==> src/rtl/cam_capture.sv <==
// Camera-port frame-buffer writer: assembles 2-byte OV7670-style pixels and writes a decimated image.
// Build option CAM_TESTPAT_EN adds a testpat input that swaps pixel data for a coordinate pattern.
module cam_capture #(
  parameter int c_img_cols    = 80,
  parameter int c_img_rows    = 60,
  parameter int c_img_pxls    = c_img_cols * c_img_rows,
  parameter int c_nb_img_pxls = 13,
  parameter int c_dec_log2    = 3,
  parameter int c_nb_buf      = 12
) (
  input  logic                     clk,
  input  logic                     rst,
  input  logic                     rgbmode,
  input  logic                     cam_pclk,
  input  logic                     cam_vsync,
  input  logic                     cam_href,
  input  logic [7:0]               cam_data,
`ifdef CAM_TESTPAT_EN
  input  logic                     testpat,
`endif
  output logic [c_nb_img_pxls-1:0] frame_addr,
  output logic                     frame_we,
  output logic [c_nb_buf-1:0]      frame_wdata,
  output logic                     frame_done
);

  localparam int c_nb_col = 10;
  localparam int c_nb_row = 9;
  localparam logic [c_nb_col-1:0]      c_cam_cols = c_nb_col'(c_img_cols << c_dec_log2);
  localparam logic [c_nb_row-1:0]      c_cam_rows = c_nb_row'(c_img_rows << c_dec_log2);
  localparam logic [c_nb_img_pxls-1:0] c_pxls     = c_nb_img_pxls'(c_img_pxls);

  typedef enum logic [1:0] {
    S_IDLE,
    S_VSYNC,
    S_FRAME
  } state_t;

  // Camera inputs: two synchronizer stages plus one history stage for edge detection.
  logic [1:0] pclk_sync_q, vsync_sync_q, href_sync_q;
  logic [7:0] data_s1_q, data_s2_q;
  logic       pclk_prev_q, vsync_prev_q, href_prev_q;

  logic pclk_s, vsync_s, href_s;
  logic pclk_rise, vsync_rise, vsync_fall, href_fall;

  state_t                   state_q, state_d;
  logic [c_nb_img_pxls-1:0] frame_addr_q, frame_addr_d, addr_next;
  logic                     we_q, we_d;
  logic [c_nb_buf-1:0]      wdata_q, wdata_d, pix_word;
  logic                     done_q, done_d;
  logic                     byte_ph_q, byte_ph_d;
  logic [3:0]               byte0_q, byte0_d;
  logic [c_nb_col-1:0]      cam_col_q, cam_col_d;
  logic [c_nb_row-1:0]      cam_row_q, cam_row_d;
  logic                     mode_q, mode_d;
  logic                     dec_hit;

`ifdef CAM_TESTPAT_EN
  logic                             testpat_q, testpat_d;
  logic [c_nb_col-c_dec_log2-1:0]   buf_col;
  logic [c_nb_row-c_dec_log2-1:0]   buf_row;
  assign buf_col = cam_col_q[c_nb_col-1:c_dec_log2];
  assign buf_row = cam_row_q[c_nb_row-1:c_dec_log2];
`endif

  // NOTE: every register below uses <= so all flops sample the same pre-edge values.
  always_ff @(posedge clk) begin
    if (rst) begin
      pclk_sync_q  <= '0;
      vsync_sync_q <= '0;
      href_sync_q  <= '0;
      data_s1_q    <= '0;
      data_s2_q    <= '0;
      pclk_prev_q  <= 1'b0;
      vsync_prev_q <= 1'b0;
      href_prev_q  <= 1'b0;
    end else begin
      pclk_sync_q  <= {pclk_sync_q[0], cam_pclk};
      vsync_sync_q <= {vsync_sync_q[0], cam_vsync};
      href_sync_q  <= {href_sync_q[0], cam_href};
      data_s1_q    <= cam_data;
      data_s2_q    <= data_s1_q;
      pclk_prev_q  <= pclk_sync_q[1];
      vsync_prev_q <= vsync_sync_q[1];
      href_prev_q  <= href_sync_q[1];
    end
  end

  assign pclk_s     = pclk_sync_q[1];
  assign vsync_s    = vsync_sync_q[1];
  assign href_s     = href_sync_q[1];
  assign pclk_rise  = pclk_s & ~pclk_prev_q;
  assign vsync_rise = vsync_s & ~vsync_prev_q;
  assign vsync_fall = ~vsync_s & vsync_prev_q;
  assign href_fall  = ~href_s & href_prev_q;

  always_ff @(posedge clk) begin
    if (rst) begin
      state_q      <= S_IDLE;
      frame_addr_q <= '0;
      we_q         <= 1'b0;
      wdata_q      <= '0;
      done_q       <= 1'b0;
      byte_ph_q    <= 1'b0;
      byte0_q      <= '0;
      cam_col_q    <= '0;
      cam_row_q    <= '0;
      mode_q       <= 1'b0;
`ifdef CAM_TESTPAT_EN
      testpat_q    <= 1'b0;
`endif
    end else begin
      state_q      <= state_d;
      frame_addr_q <= frame_addr_d;
      we_q         <= we_d;
      wdata_q      <= wdata_d;
      done_q       <= done_d;
      byte_ph_q    <= byte_ph_d;
      byte0_q      <= byte0_d;
      cam_col_q    <= cam_col_d;
      cam_row_q    <= cam_row_d;
      mode_q       <= mode_d;
`ifdef CAM_TESTPAT_EN
      testpat_q    <= testpat_d;
`endif
    end
  end

  // The address advances the cycle after a write and never passes the buffer depth.
  always_comb begin
    addr_next = frame_addr_q;
    if (we_q && (frame_addr_q < c_pxls)) addr_next = frame_addr_q + c_nb_img_pxls'(1);
  end

  assign dec_hit = (cam_col_q[c_dec_log2-1:0] == '0) &&
                   (cam_row_q[c_dec_log2-1:0] == '0) &&
                   (cam_col_q < c_cam_cols) &&
                   (cam_row_q < c_cam_rows) &&
                   (frame_addr_q < c_pxls);

  // YUV capture keeps only the luma byte, which arrives second in UYVY order.
  always_comb begin
    pix_word = mode_q ? c_nb_buf'({byte0_q, data_s2_q}) : c_nb_buf'(data_s2_q);
`ifdef CAM_TESTPAT_EN
    if (testpat_q) pix_word = c_nb_buf'({buf_col[6:4], 1'b0, buf_row[5:2], buf_col[3:0]});
`endif
  end

  // NOTE: every signal written here gets a default first, so no path can infer a latch.
  always_comb begin
    state_d      = state_q;
    frame_addr_d = addr_next;
    we_d         = 1'b0;
    wdata_d      = wdata_q;
    done_d       = 1'b0;
    byte_ph_d    = byte_ph_q;
    byte0_d      = byte0_q;
    cam_col_d    = cam_col_q;
    cam_row_d    = cam_row_q;
    mode_d       = mode_q;
`ifdef CAM_TESTPAT_EN
    testpat_d    = testpat_q;
`endif
    case (state_q)
      S_IDLE: begin
        if (vsync_s) state_d = S_VSYNC;
      end
      S_VSYNC: begin
        if (vsync_fall) begin
          state_d      = S_FRAME;
          frame_addr_d = '0;
          byte_ph_d    = 1'b0;
          cam_col_d    = '0;
          cam_row_d    = '0;
          mode_d       = rgbmode;
`ifdef CAM_TESTPAT_EN
          testpat_d    = testpat;
`endif
        end
      end
      S_FRAME: begin
        if (vsync_rise) begin
          state_d = S_VSYNC;
          done_d  = (addr_next == c_pxls);
        end else if (href_fall) begin
          byte_ph_d = 1'b0;
          cam_col_d = '0;
          if (cam_row_q != '1) cam_row_d = cam_row_q + c_nb_row'(1);
        end else if (href_s && pclk_rise) begin
          if (!byte_ph_q) begin
            byte0_d   = data_s2_q[3:0];
            byte_ph_d = 1'b1;
          end else begin
            byte_ph_d = 1'b0;
            if (cam_col_q != '1) cam_col_d = cam_col_q + c_nb_col'(1);
            if (dec_hit) begin
              we_d    = 1'b1;
              wdata_d = pix_word;
            end
          end
        end
      end
      default: state_d = S_IDLE;
    endcase
  end

  assign frame_addr  = frame_addr_q;
  assign frame_we    = we_q;
  assign frame_wdata = wdata_q;
  assign frame_done  = done_q;

endmodule

==> config.mk <==
export PLATFORM = sky130hd
export DESIGN_NAME = cam_capture
export DESIGN_NICKNAME = d
export VERILOG_FILES = /design/src/rtl/cam_capture.sv
export SDC_FILE = /design/constraint.sdc
export NUM_CORES = 1
export LEC_CHECK = 0
export BUFFER_PORTS_ARGS = -buffer_cell sky130_fd_sc_hd__clkbuf_2
export CORE_MARGIN = 1
export CORE_UTILIZATION = 46
export CTS_BUF_LIST = sky130_fd_sc_hd__clkbuf_2 sky130_fd_sc_hd__clkbuf_4 sky130_fd_sc_hd__clkbuf_8
export DETAILED_ROUTE_END_ITERATION = 10
export PLACE_DENSITY = 0.77
export SETUP_SLACK_MARGIN = 0.05
export SYNTH_ARGS = -nofsm -noshare
export SYNTH_HDL_FRONTEND = slang
export SYNTH_SLANG_ARGS = --single-unit
==> constraint.sdc <==
create_clock -name clk -period 2.7 [get_ports clk]
set_input_delay 0.27 -clock clk [delete_from_list [all_inputs] [get_ports clk]]
set_output_delay 0.27 -clock clk [all_outputs]
set_load 0.005 [all_outputs]
== Yosys cells after proc, flatten, opt, wreduce, memory -nomap -nowiden ==
Cells that the tools add are included.
W data, S select, Z words.
Storage, ports and cells
  flip-flop bits (word level): 79
  input bits: 14
Operators by class
  add/subtract/negate cells: 3
  magnitude comparators: 3
  equality and inequality tests: 14
  multiplexer cells: 27
  bitwise operators: 13
  reductions and logical operators: 19
Operators with widths (count)
  $mux W10: 6
  $mux W13: 3
  $mux W9: 4
  $pmux W10 S2: 1
  $pmux W9 S2: 1
  $add A13 B1 Y13 const B: 1
  $eq A13 B13 Y1 const B: 1
  $lt A13 B13 Y1 const B: 1
  $mux W12: 1
  $ne A2 B2 Y1 const B: 6
  $reduce_and A6 Y1: 2
  $add A10 B1 Y10 const B: 1
  $lt A10 B10 Y1 const B: 1
  $ne A10 B10 Y1 const B: 1
  $reduce_and A5 Y1: 2
  $add A9 B1 Y9 const B: 1
  $lt A9 B9 Y1 const B: 1
  $ne A3 B3 Y1 const B: 3
  $ne A9 B9 Y1 const B: 1
  $not A1 Y1: 9
  $logic_and A1 B1 Y1: 6
  $logic_not A3 Y1: 2
  $mux W1: 6
  $mux W2: 3
  12 further kinds: 15

== Logic depth before layout (Yosys ltp) ==
Gate-level depths: netlist of run 1.
  depth in word-level cells: 7
  depth in mapped cells: 9
  mapped depth without buffers: 9

== Least setup slack after synthesis of run 1 ==
No wires, ideal clock.
  kind: reg2reg
  start point: reg frame_addr_q[0] (netlist: frame_addr[0])
  end point: reg done_q (netlist: frame_done)
  setup time: 103 ps
  arrival time: 2009 ps
  slack: 587 ps
  stages on the path, launching flop included: 7
  path buffers: 1
  clock period less this slack: 2113 ps
  cells stage by stage: dfxtp_1 -> ha_1 -> clkbuf_1 -> inv_1 -> or4_1 -> a32o_1 -> a2111oi_2
Between the ends
  cells in the longest elaborated chain, start to end: 4
  elaborated cells on any way between the ends: 5
  those cells by class: add/sub: 1; order compare: 1; eq/ne: 1; mux: 1; reduce/logical: 1
Ends and longest elaborated chain
  from (decl): RTL line 48  | logic [c_nb_img_pxls-1:0] frame_addr_q, frame_addr_d, addr_next;
  from (signal assigned): RTL line 115  | frame_addr_q <= frame_addr_d;
  $lt A13 B13 Y1: RTL line 133  | if (we_q && (frame_addr_q < c_pxls)) addr_next = frame_addr_q + c_nb_img_pxls'(1);
  $logic_and A1 B1 Y1: RTL line 133
  $mux W13 *: RTL line 133
  $eq A13 B13 Y1 *: RTL line 185  | done_d = (addr_next == c_pxls);
  to (signal assigned): RTL line 118  | done_q <= done_d;
  to (decl): RTL line 51  | logic done_q, done_d;
Every way passes the cells marked *; elsewhere a longest branch is shown, timed or not.
A chain may end at the register's enable or synchronous reset.

== Worst setup path in the final report of run 1 ==
Ends and elaborated chain as after synthesis.

==> impl.org, run 1 <==
** Critical path
- Along the worst path, the maximum fanout reaches 9.
- Together, buffers and inverters on the worst path number 1.
- The worst setup path is captured at a flip-flop.
- Critical path's slowest cell :: sky130_fd_sc_hd__or4_1
- Counting cells, the worst reg-to-reg path comes to 5.
- FF-to-FF Start :: frame_addr[0]$_SDFF_PP0_
- The critical path runs through a total of 5 cells.
- The cell family contributing the most delay on the critical path is compound AO/OA/AOI/OAI gates.
- Required @ worst endpoint :: 2.95 ns
- Kind of critical path :: reg -> reg
- Kind of start point of the critical path :: flip-flop
- Critical-path cell list :: ha_1 > inv_1 > or4_1 > a32o_1 > a2111oi_2
- In this design, the stage delay of the slowest critical-path cell is 0.54 ns.
- Worst flop-to-flop path endpoint :: frame_done$_SDFF_PP0_
- Data arrives at the worst endpoint at 2.46 ns.
- In this run the register-to-register setup slack is 0.49 ns.

** Placement
- The placed instances occupy a cell area of 3640 um^2.
- Port buffering added 40 buffers.
- Weighted congestion reported at the end of routability-driven placement :: 0.862
- Detailed placement HPWL :: 4.50 mm

** Routing
- In the routed design, unresolved DRC markers number 0.
- DRC violation total after the first TritonRoute iteration :: 110
- Routed wire length per instance :: 12.8 um
- The detail route stage leaves a number of antenna-violating nets equal to 0.
- Ratio of routed vias to standard cells :: 5.27
- The routed layout has 2673 vias.
- TritonRoute pass-1 iters :: 4
- Wires add up to 6.51 mm.

** Clock tree
- CTS clock-pin slew for the worst setup and hold paths :: 0.08 ns
- TritonCTS clock tree :: yes
- Buffer count from post-CTS setup fixing :: 0
- Clock latency on the worst-skew pair, taken at its later pin, is 0.35 ns.
- Buffers inserted during clock tree synthesis total 9.
- CTS built an H-tree with a depth of 3.
- For this design, the sink count on the clock tree is 79.
- Hold-fix buffer count after cts :: 0
- No sink is reached through more buffers than the 2 on the longest clock path.
- PostCTS Resize Cnt :: 0
- The cell sitting at the root of the clock tree is a sky130_fd_sc_hd__clkbuf_8.

** Global route
- The first global-routing pass estimated 11.2 mm of wire.
- Leftover overflow at the end of global routing :: 0
- Gr usage total :: 0.186
- The number of antenna violations at the first check in global routing was 0.
- Pin count of the biggest net entering global routing :: 53
- The via count of the first global-routing pass was 2526.

** Timing
- Portion of the clock cycle consumed by the worst path in the final layout :: 0.818
- Aggregate negative setup slack :: 0 ns
- Between clock sinks in the finished design, the worst skew comes to 0.00659 ns.
- For this run, the top clock speed supported by timing is 0.453 GHz.
- Setup repair after global routing missed its margin :: no
- The max-slew violation count is 0.
- Setup violations remaining at the end of the flow were counted as 0.
- The hold violation total from the final report was 0.
- In this run the tightest slew margin relative to its limit is 0.576.
- After layout, the minimum clock period comes to 2.21 ns.
- Pin slew with the least headroom to its limit :: 0.633 ns

** Power
- Worst IR drop on VDD :: 0.384 mV
- Overall power consumption after layout is estimated at 2.04 mW.
- Power density over the cells :: 534 nW/um^2
- Leak :: 1.39 nW

** Layout
- The net count of the finished layout is 427.
- From synthesis to final layout, the design area changed by 13.5%.
- Final design instance area without fill :: 3820 um^2
- Layout cell share with drive strength beyond 1 :: 0.170
- 0 antenna diodes ended up in the layout.

** Die
- The floorplan step set the die width to 87.6 um.
- For this configuration, the core starts out at a cell density of 0.485.
- 41 I/O pins were placed.
- Die height :: 87.6 um
- After floorplanning, the core was divided into 30 placement rows.
- Placeable Area :: 6940 um^2
- Die area :: 7670 um^2

** Synthesis
- The synthesized design contains 0 enable-type register cells.
- Cell area after synthesis :: 3370 um^2
- Gate Count Post-Synth :: 369
- Unique masters post-synth :: 50
- The Yosys step of the flow raised 0 warnings.
- Post-synthesis sequential area ratio :: 0.470
- Of all flip-flops after synthesis, the portion carrying an async set or reset was 0.
- Seq cells post-synth :: 79
- Share of the synthesized area in the top cell type :: 0.470
- Sorting the synthesized cells by area gives the leading types as sky130_fd_sc_hd__dfxtp_1 47%, sky130_fd_sc_hd__nor2b_1 5.2%, sky130_fd_sc_hd__mux2i_1 5.1%.
- Largest area contributor in the netlist :: sky130_fd_sc_hd__dfxtp_1
- The number of nets handed over by synthesis was 389.
- Leading register cell type out of synthesis :: sky130_fd_sc_hd__dfxtp_1
- Average footprint of a synthesized cell :: 9.12 um^2

** Worst hold path
- The path class of the tightest hold or removal check is in -> reg.
- Launch instance of the worst min-delay path :: cam_href
- Counting instances, the worst hold path has a depth of 2.
- The path with the worst hold slack has its endpoint at href_sync_q[0]$_SDFF_PP0_.

** Flow run
- Number of maximum-capacitance violations :: 0

** Outcome
- Run status :: completed
==> synth_stat cells (6+ instances only) <==
library cell,number
sky130_fd_sc_hd__nand2b_1,6
sky130_fd_sc_hd__nand3_1,14
sky130_fd_sc_hd__a21oi_1,26
sky130_fd_sc_hd__mux2i_1,17
sky130_fd_sc_hd__nor3_1,9
sky130_fd_sc_hd__nor2b_1,28
sky130_fd_sc_hd__or3_1,12
sky130_fd_sc_hd__o21ai_0,22
sky130_fd_sc_hd__clkbuf_1,10
sky130_fd_sc_hd__nor2_1,36
sky130_fd_sc_hd__dfxtp_1,79
sky130_fd_sc_hd__ha_1,6
sky130_fd_sc_hd__nand4_1,8
sky130_fd_sc_hd__xnor2_1,7
sky130_fd_sc_hd__nand2_1,18
sky130_fd_sc_hd__inv_1,10
==> report_power, final <==
part           switching, mW  internal [mW]  total, mW
Clock                  0.438          0.361      0.800
Combinational         0.0285         0.0219     0.0503
Sequential           0.00666           1.18       1.19
Total                  0.473           1.56       2.04
==> per-stage QoR <==
step                      hold slack (ns)   util  setup slack, ns  cells
after global placement              0.417  0.524            0.617    492
after global routing                0.122  0.550            0.324    507
after detailed placement            0.420  0.524            0.495    492
after floorplan                     0.398      -            0.587    369
final                               0.115  0.550            0.490    507
after CTS                           0.101  0.550            0.491    507
==> cells by family after synthesis <==
kind of cell / Yosys count / synth area share
XOR/XNOR: 11 / 0.0286
adder cells (fa/ha/maj): 6 / 0.0223
multiplexers: 18 / 0.0539
flip-flops: 79 / 0.470
buffers and inverters: 27 / 0.0342
AO/OA/AOI/OAI: 68 / 0.131
AND/OR/NAND/NOR: 160 / 0.261
==> area by class of cell <==
cell class / count / area, um^2
fill: 633 / 3120
multi-input combinational: 263 / 1670
sequential: 79 / 1580
timing repair buffer: 44 / 230
clock buffer: 10 / 138
tap: 96 / 120
clock inverter: 5 / 42.5
inverter: 10 / 37.5
==> per-layer routing <==
metal / up-vias / global-route usage / wire length, um
li1: 1375 / - / -
met3: 11 / 0.0547 / 266
met5: - / 0 / 0
met2: 56 / 0.312 / 3070
met1: 1231 / 0.229 / 3070
met4: 0 / 0.0626 / 102
==> how the worst max path moves through the flow <==
| stage | startpoint | to |
|---|---|---|
| 2_1_floorplan | frame_addr[0]$_SDFF_PP0_ | frame_done$_SDFF_PP0_ |
| 3_3_place_gp | frame_addr[0]$_SDFF_PP0_ | frame_done$_SDFF_PP0_ |
| 3_5_place_dp | frame_addr[0]$_SDFF_PP0_ | frame_done$_SDFF_PP0_ |
| 4_1_cts | frame_addr[0]$_SDFF_PP0_ | frame_done$_SDFF_PP0_ |
| 5_1_grt | frame_addr[0]$_SDFF_PP0_ | frame_done$_SDFF_PP0_ |
| 6_report | frame_addr[0]$_SDFF_PP0_ | frame_done$_SDFF_PP0_ |
==> cells in the final DEF (no fill, tap or decap), types with 5 or more instances in the layout <==
| master | count |
|---|---|
| sky130_fd_sc_hd__a21oi_1 | 26 |
| sky130_fd_sc_hd__clkbuf_2 | 40 |
| sky130_fd_sc_hd__clkbuf_8 | 10 |
| sky130_fd_sc_hd__dfxtp_1 | 79 |
| sky130_fd_sc_hd__ha_1 | 6 |
| sky130_fd_sc_hd__inv_1 | 10 |
| sky130_fd_sc_hd__mux2i_1 | 17 |
| sky130_fd_sc_hd__nand2_1 | 18 |
| sky130_fd_sc_hd__nand2b_1 | 6 |
| sky130_fd_sc_hd__nand3_1 | 14 |
| sky130_fd_sc_hd__nand4_1 | 8 |
| sky130_fd_sc_hd__nor2_1 | 36 |
| sky130_fd_sc_hd__nor2b_1 | 28 |
| sky130_fd_sc_hd__nor3_1 | 9 |
| sky130_fd_sc_hd__o21ai_0 | 22 |
| sky130_fd_sc_hd__or3_1 | 12 |
| sky130_fd_sc_hd__or4_1 | 5 |
| sky130_fd_sc_hd__xnor2_1 | 7 |
==> state kept, by name, summed over array words and instances (netlist names) <==
name          count
pclk_sync_q       2
state_q           2
cam_row_q         9
href_sync_q       2
pclk_prev_q       1
vsync_prev_q      1
cam_col_q        10
mode_q            1
frame_addr       13
frame_we          1
byte_ph_q         1
frame_done        1
data_s1_q         8
data_s2_q         8
frame_wdata      12
vsync_sync_q      2
byte0_q           4
href_prev_q       1
==> worst register-to-register path, stage by stage, from the launching register on <==
cell,delay (ns)
sky130_fd_sc_hd__dfxtp_1,0.50
sky130_fd_sc_hd__ha_1,0.36
sky130_fd_sc_hd__inv_1,0.11
sky130_fd_sc_hd__or4_1,0.54
sky130_fd_sc_hd__a32o_1,0.29
sky130_fd_sc_hd__a2111oi_2,0.31
(Power assumes the default switching activity.)
==> run 2: changes to the inputs <==
--- a/config.mk
+++ b/config.mk
@@ -10,7 +10,7 @@
 export CORE_UTILIZATION = 46
 export CTS_BUF_LIST = sky130_fd_sc_hd__clkbuf_2 sky130_fd_sc_hd__clkbuf_4 sky130_fd_sc_hd__clkbuf_8
 export DETAILED_ROUTE_END_ITERATION = 10
-export PLACE_DENSITY = 0.77
+export PLACE_DENSITY = 0.79
 export SETUP_SLACK_MARGIN = 0.05
 export SYNTH_ARGS = -nofsm -noshare
 export SYNTH_HDL_FRONTEND = slang
==> constraint.sdc (replaced) <==
create_clock -name clk -period 2 [get_ports clk]
set_input_delay 0.2 -clock clk [delete_from_list [all_inputs] [get_ports clk]]
set_output_delay 0.2 -clock clk [all_outputs]
set_load 0.005 [all_outputs]
==> impl.org, run 2 (synthesized netlist as in run 1, its figures left out) <==
** Outcome
- Run status :: completed

** Critical path
- Critical path's slowest cell :: sky130_fd_sc_hd__dfxtp_1
- Delay of the slowest cell on the worst path :: 0.45 ns
- STA puts the critical path data arrival time at 2.11 ns.
- Critical-path cell list :: nand2_1 > o211ai_4 > buf_6 > mux2_2 > o2111ai_1 > a2111oi_2
- Together, buffers and inverters on the worst path number 1.
- Cell family with most CP delay :: compound AO/OA/AOI/OAI gates
- Of all nets on the critical path, the largest fanout is 25.
- Crit end category :: flip-flop
- Kind of critical path :: reg -> reg
- Required @ worst endpoint :: 2.24 ns
- Kind of start point of the critical path :: flip-flop

** Die
- From left edge to right edge, the die measures 87.6 um.
- Placeable Area :: 6940 um^2
- Number of placement rows :: 30
- Die height :: 87.6 um
- During I/O placement, the number of pins put on the boundary was 41.
- Die area :: 7670 um^2
- Initial core utilization :: 0.485

** Timing
- Adding up every negative setup slack in the final design gives 0 ns.
- Worst slew margin :: 0.574
- Timing-limited maximum frequency :: 0.536 GHz
- Setup violations remaining at the end of the flow were counted as 0.
- Slew Viols, Final :: 0
- For the final database, setup skew stands at 0.0115 ns.
- In the finished design, the share of the clock period the worst path needs comes to 0.933.
- For the finished layout, the period the worst path requires is 1.87 ns.
- For the pin with the worst max-slew slack, the measured transition is 0.633 ns.
- Once routing completed, OpenROAD measured the worst setup slack at 0.134 ns.
- Hold is met by 0.0432 ns.
- Setup repair after global routing missed its margin :: no
- Hold Violations, Final :: 0

** Routing
- After detailed routing, the average wire length per cell comes to 13.1 um.
- Aggregate routed wire length :: 6.84 mm
- TritonRoute pass-1 iters :: 5
- The routed layout has 2782 vias.
- Antenna Violating Nets Remaining :: 0
- DRC violation total after the first TritonRoute iteration :: 161
- Ratio of routed vias to standard cells :: 5.34
- DRC violation count after routing :: 0

** Clock tree
- Hold-fix buffer count after cts :: 0
- In this run the deepest clock path goes through 2 buffers.
- Clock latency on the worst-skew pair, taken at its later pin, is 0.36 ns.
- CTS saw 79 sinks.
- Total number of H-tree levels :: 3
- TritonCTS created 9 clock buffers.
- CTS clock-pin slew for the worst setup and hold paths :: 0.08 ns
- TritonCTS clock tree :: yes
- Clock tree synthesis selected as its root buffer the cell sky130_fd_sc_hd__clkbuf_8.

** Flow run
- Across the run, the number of max-cap violations was 0.

** Layout
- Leading cell type in the layout, fill and taps excluded :: sky130_fd_sc_hd__dfxtp_1
- Compared with the post-synthesis result, the final layout area differs by 19.1%.
- Fin cells :: 521
- Final core utilization :: 0.577
- Final Net Count :: 441
- Final design instance area without fill :: 4010 um^2
- Count of filler cells inserted in the layout :: 595
- The repair_antennas step left the layout with diodes totalling 0.
- Layout cell share with drive strength beyond 1 :: 0.228
- The register with the most flip-flops in the layout has 13 of them.
- Most used cells in the layout excluding fill and tap cells :: 72 x sky130_fd_sc_hd__dfxtp_1, 40 x sky130_fd_sc_hd__clkbuf_2, 36 x sky130_fd_sc_hd__nor2_1

** Placement
- Number of cells in the design after placement :: 505
- Total placed instance area :: 3750 um^2
- I/O Buffers :: 40
- At the placement stage, the worst setup path has a slack of 0.0487 ns.
- Detailed placement HPWL :: 4.67 mm
- The congestion estimate from routability-driven global placement came to 0.868.

** Global route
- For met3 alone, demand over resource in global routing was 0.0631.
- Busiest grt layer :: met2
- After global routing the overflow that remains totals 0.
- The number of antenna violations at the first check in global routing was 0.
- M1 GR Usage :: 0.210
- Gr usage total :: 0.183
- Met2 Resource Use GR :: 0.319
- Entering global routing, the biggest net connects 53 pins.
- Wire length of the first global-routing pass :: 10.9 mm
- Number of global-route vias before repair :: 2459

** Worst hold path
- Min-delay worst type :: in -> reg

** Power
- Dividing total power by cell area gives a power density of 713 nW/um^2.
- Leak :: 1.48 nW
- The design draws 2.86 mW.
- Across the VDD grid, the largest voltage drop is 0.580 mV.
-- run 2: cell types whose count changed in the layout (fill, tap and decap cells not counted), sizes merged --
cell    change
clkbuf      -1
clkinv      -2
buf        +14
inv         +2
bufinv      +1
-- run 2: report_power, final --
part           total (mW)  switching, mW  internal [mW]
Clock                1.18          0.603          0.580
Sequential           1.61         0.0106           1.60
Combinational      0.0690         0.0389         0.0301
Total                2.86          0.652           2.21
-- run 2: final timing paths --
path | slack (ns) | from | depth (start not counted) | endpoint
setup / recovery | 0.13 | frame_addr[12]$_SDFF_PP0_ | 6 | frame_done$_SDFF_PP0_
hold / removal | 0.04 | cam_data[4] | 2 | data_s1_q[4]$_SDFF_PP0_
setup reg to reg | 0.13 | frame_addr[12]$_SDFF_PP0_ | 6 | frame_done$_SDFF_PP0_
hold reg to reg | 0.44 | href_sync_q[0]$_SDFF_PP0_ | 1 | href_sync_q[1]$_SDFF_PP0_
-- run 2: what timing repair did --
action	4_1_cts	5_1_grt
resized for setup	4	11
endpoints found under the hold margin	0	0
setup endpoints to repair	1	18
pin swaps	2	2
setup buffers	0	1
-- run 2: per-layer routing --
layer | share of wire | up-vias
li1 | - | 1406
met1 | 0.45 | 1297
met2 | 0.50 | 73
met3 | 0.038 | 6
met4 | 0.0077 | 0
met5 | 0 | -
-- run 2: layout make-up --
cell class / instances / area [um^2] / area share
Inverter: 10 / 37.5 / 0.00936
Timing Repair Buffer: 58 / 352 / 0.0877
Clock buffer: 9 / 124 / 0.0309
Multi-Input combinational cell: 263 / 1720 / 0.428
Tap cell: 96 / 120 / 0.0300
Sequential cell: 79 / 1590 / 0.397
Clock inverter: 6 / 68.8 / 0.0172
==> run 3: changes to the inputs <==
--- a/config.mk
+++ b/config.mk
@@ -10,7 +10,7 @@
 export CORE_UTILIZATION = 46
 export CTS_BUF_LIST = sky130_fd_sc_hd__clkbuf_2 sky130_fd_sc_hd__clkbuf_4 sky130_fd_sc_hd__clkbuf_8
 export DETAILED_ROUTE_END_ITERATION = 10
-export PLACE_DENSITY = 0.79
+export PLACE_DENSITY = 0.77
 export SETUP_SLACK_MARGIN = 0.05
 export SYNTH_ARGS = -nofsm -noshare
 export SYNTH_HDL_FRONTEND = slang
==> constraint.sdc (replaced) <==
create_clock -name clk -period 2.23 [get_ports clk]
set_input_delay 0.223 -clock clk [delete_from_list [all_inputs] [get_ports clk]]
set_output_delay 0.223 -clock clk [all_outputs]
set_load 0.005 [all_outputs]
==> impl.org, run 3 (synthesized netlist as in run 1, its figures left out) <==
** Outcome
- Run status :: completed

** Routing
- Detailed-route via count :: 2796
- Ratio of routed vias to standard cells :: 5.45
- The detail route stage leaves a number of antenna-violating nets equal to 0.
- After detailed routing, the average wire length per cell comes to 13.5 um.
- The first detailed-routing pass took 5 iterations.
- DRC violation total after the first TritonRoute iteration :: 150
- DRC violation count after routing :: 0
- Wires add up to 6.91 mm.

** Worst hold path
- The worst hold path was traced through 2 stages.
- The tightest min-delay check is of the in -> reg type.
- For hold timing, the worst endpoint is data_s1_q[7]$_SDFF_PP0_.
- Launch instance of the worst min-delay path :: cam_data[7]

** Critical path
- Worst flop-to-flop path endpoint :: frame_done$_SDFF_PP0_
- Worst endpoint data arrival time :: 2.27 ns
- STA classifies the critical path endpoint as a flip-flop.
- The worst setup path is of the reg -> reg kind.
- The worst setup path is launched from a flip-flop.
- The worst register-to-register path has a depth of 5.
- The critical path starts at frame_addr[0]$_SDFF_PP0_.
- Flop2flop setup slack :: 0.21 ns
- At the worst endpoint, the required time is 2.48 ns.
- Worst Path Max Fanout :: 8
- The worst register-to-register path begins at frame_addr[0]$_SDFF_PP0_.

** Clock tree
- Clock sink total :: 79
- Total number of H-tree levels :: 3
- CTS clock-pin slew for the worst setup and hold paths :: 0.08 ns
- Hold-fix buffer count after cts :: 0
- Clock insertion delay at the later pin of the skew report :: 0.35 ns
- In this run the clock root is driven by a sky130_fd_sc_hd__clkbuf_8.
- Buffers added to address setup during post-CTS repair amount to 0.
- The clock passes through at most 2 buffers.
- TritonCTS clock tree :: yes
- Buffers inserted during clock tree synthesis total 9.

** Layout
- Leading cell type in the layout, fill and taps excluded :: sky130_fd_sc_hd__dfxtp_1
- The library cells used most frequently in the layout, excluding fill and tap cells, are 79 x sky130_fd_sc_hd__dfxtp_1, 40 x sky130_fd_sc_hd__clkbuf_2, 36 x sky130_fd_sc_hd__nor2_1.
- Final core utilization :: 0.562
- Max reg flops :: 13
- Count of filler cells inserted in the layout :: 630
- Area used by multi-input combinational logic :: 1690 um^2
- The area growth from synthesis to layout is 16.0%.
- Of the cells placed in the final design, the portion with a size suffix greater than 1 is 0.185.
- Area used by sequential logic in the layout :: 1580 um^2
- 0 antenna diodes ended up in the layout.
- The final layout contains 433 nets.

** Placement
- Prior to clock tree synthesis, the placed netlist has a worst setup slack of 0.224 ns.
- The wire-length estimate of the detail-placed layout is 4.94 mm.
- The congestion estimate from routability-driven global placement came to 0.880.
- Buffers placed on the I/O ports in this run total 40.

** Die
- Top-level port count :: 41
- From bottom edge to top edge, the die measures 87.6 um.
- For this configuration, the core starts out at a cell density of 0.485.
- The floorplan step defined a core boundary enclosing 6940 um^2.
- Die span in x :: 87.6 um
- After floorplanning, the core was divided into 30 placement rows.
- The floorplan step defined a die boundary enclosing 7670 um^2.

** Global route
- After global routing the overflow that remains totals 0.
- The number of antenna violations at the first check in global routing is 0.
- GR met3 Demand/Resource :: 0.0603
- For this run, the total global-route usage over all layers was measured as 0.195.
- Busiest grt layer :: met2
- In the global route stage, met2 resource usage came out at 0.340.
- For met1 alone, demand over resource in global routing was 0.225.
- Wire length of the first global-routing pass :: 11.6 mm
- Number of global-route vias before repair :: 2653
- Pin count of the biggest net entering global routing :: 53

** Timing
- Dividing the final minimum period by the clock period gives 0.905.
- Tmin final :: 2.02 ns
- Setup violations remaining at the end of the flow were counted as 0.
- Setup repair after global routing missed its margin :: no
- Timing-limited maximum frequency :: 0.495 GHz
- Worst slew margin :: 0.675
- On the final layout, the worst clock skew is 0.00492 ns.
- Slew Viols, Final :: 0
- At the pin with the least slew margin, the transition time is 0.488 ns.
- Adding up every negative setup slack in the final design gives 0 ns.
- Hold Violations, Final :: 0
- Fin worst setup slack :: 0.212 ns

** Power
- Power density over the cells :: 661 nW/um^2
- IR analysis of the VDD net gives a maximum drop of 0.564 mV.
- Summed over all cells, the static leakage comes to 1.44 nW.

** Flow run
- Number of maximum-capacitance violations :: 0
-- run 3: area by class of cell --
| cell class | instances | area share |
|---|---|---|
| Inverter | 10 | 0.00961 |
| Tap cell | 96 | 0.0308 |
| Multi-Input combinational cell | 263 | 0.432 |
| Sequential cell | 79 | 0.405 |
| Timing Repair Buffer | 50 | 0.0705 |
| Clock inverter | 5 | 0.0173 |
| Clock buffer | 10 | 0.0352 |
-- run 3: critical path: stages (launching register included) --
cell	delay, ns
sky130_fd_sc_hd__dfxtp_1	0.35
sky130_fd_sc_hd__ha_1	0.31
sky130_fd_sc_hd__inv_1	0.11
sky130_fd_sc_hd__or4_1	0.54
sky130_fd_sc_hd__a32o_1	0.29
sky130_fd_sc_hd__a2111oi_2	0.32
-- run 3: worst max-delay path by stage --
stage / endpoint / depth (start not counted)
2_1_floorplan: frame_done$_SDFF_PP0_ / 6
3_3_place_gp: frame_done$_SDFF_PP0_ / 5
3_5_place_dp: cam_col_q[5]$_SDFFE_PP0P_ / 6
4_1_cts: cam_col_q[5]$_SDFFE_PP0P_ / 6
5_1_grt: frame_done$_SDFF_PP0_ / 5
6_report: frame_done$_SDFF_PP0_ / 5
-- run 3: what timing repair did --
action                                 CTS  global route
resized for setup                        0             2
setup endpoints to repair                0             3
endpoints found under the hold margin    0             0
-- run 3: per-layer routing --
| metal | routed length (um) | vias up |
|---|---|---|
| met5 | 0 | - |
| met4 | 93 | 0 |
| met3 | 373 | 12 |
| met2 | 3490 | 92 |
| met1 | 2960 | 1311 |
| li1 | - | 1381 |
-- run 3: power by group --
group | leakage (nW) | internal [mW] | switching (mW)
clock network | 0.104 | 0.554 | 0.526
logic | 0.692 | 0.0269 | 0.0338
registers | 0.641 | 1.43 | 0.00858
-- run 3: stage by stage --
| stage | hold WS [ns] | cells | power (mW) | cell area, um^2 |
|---|---|---|---|---|
| 6_report | 0.0715 | 513 | 2.58 | 3910 |
| 3_5_place_dp | 0.428 | 498 | 1.53 | 3680 |
| 4_1_cts | 0.0643 | 513 | 2.60 | 3890 |
| 2_1_floorplan | 0.351 | 369 | 1.51 | 3370 |
| 3_3_place_gp | 0.417 | 498 | 1.53 | 3680 |
| 5_1_grt | 0.0649 | 513 | 2.68 | 3910 |
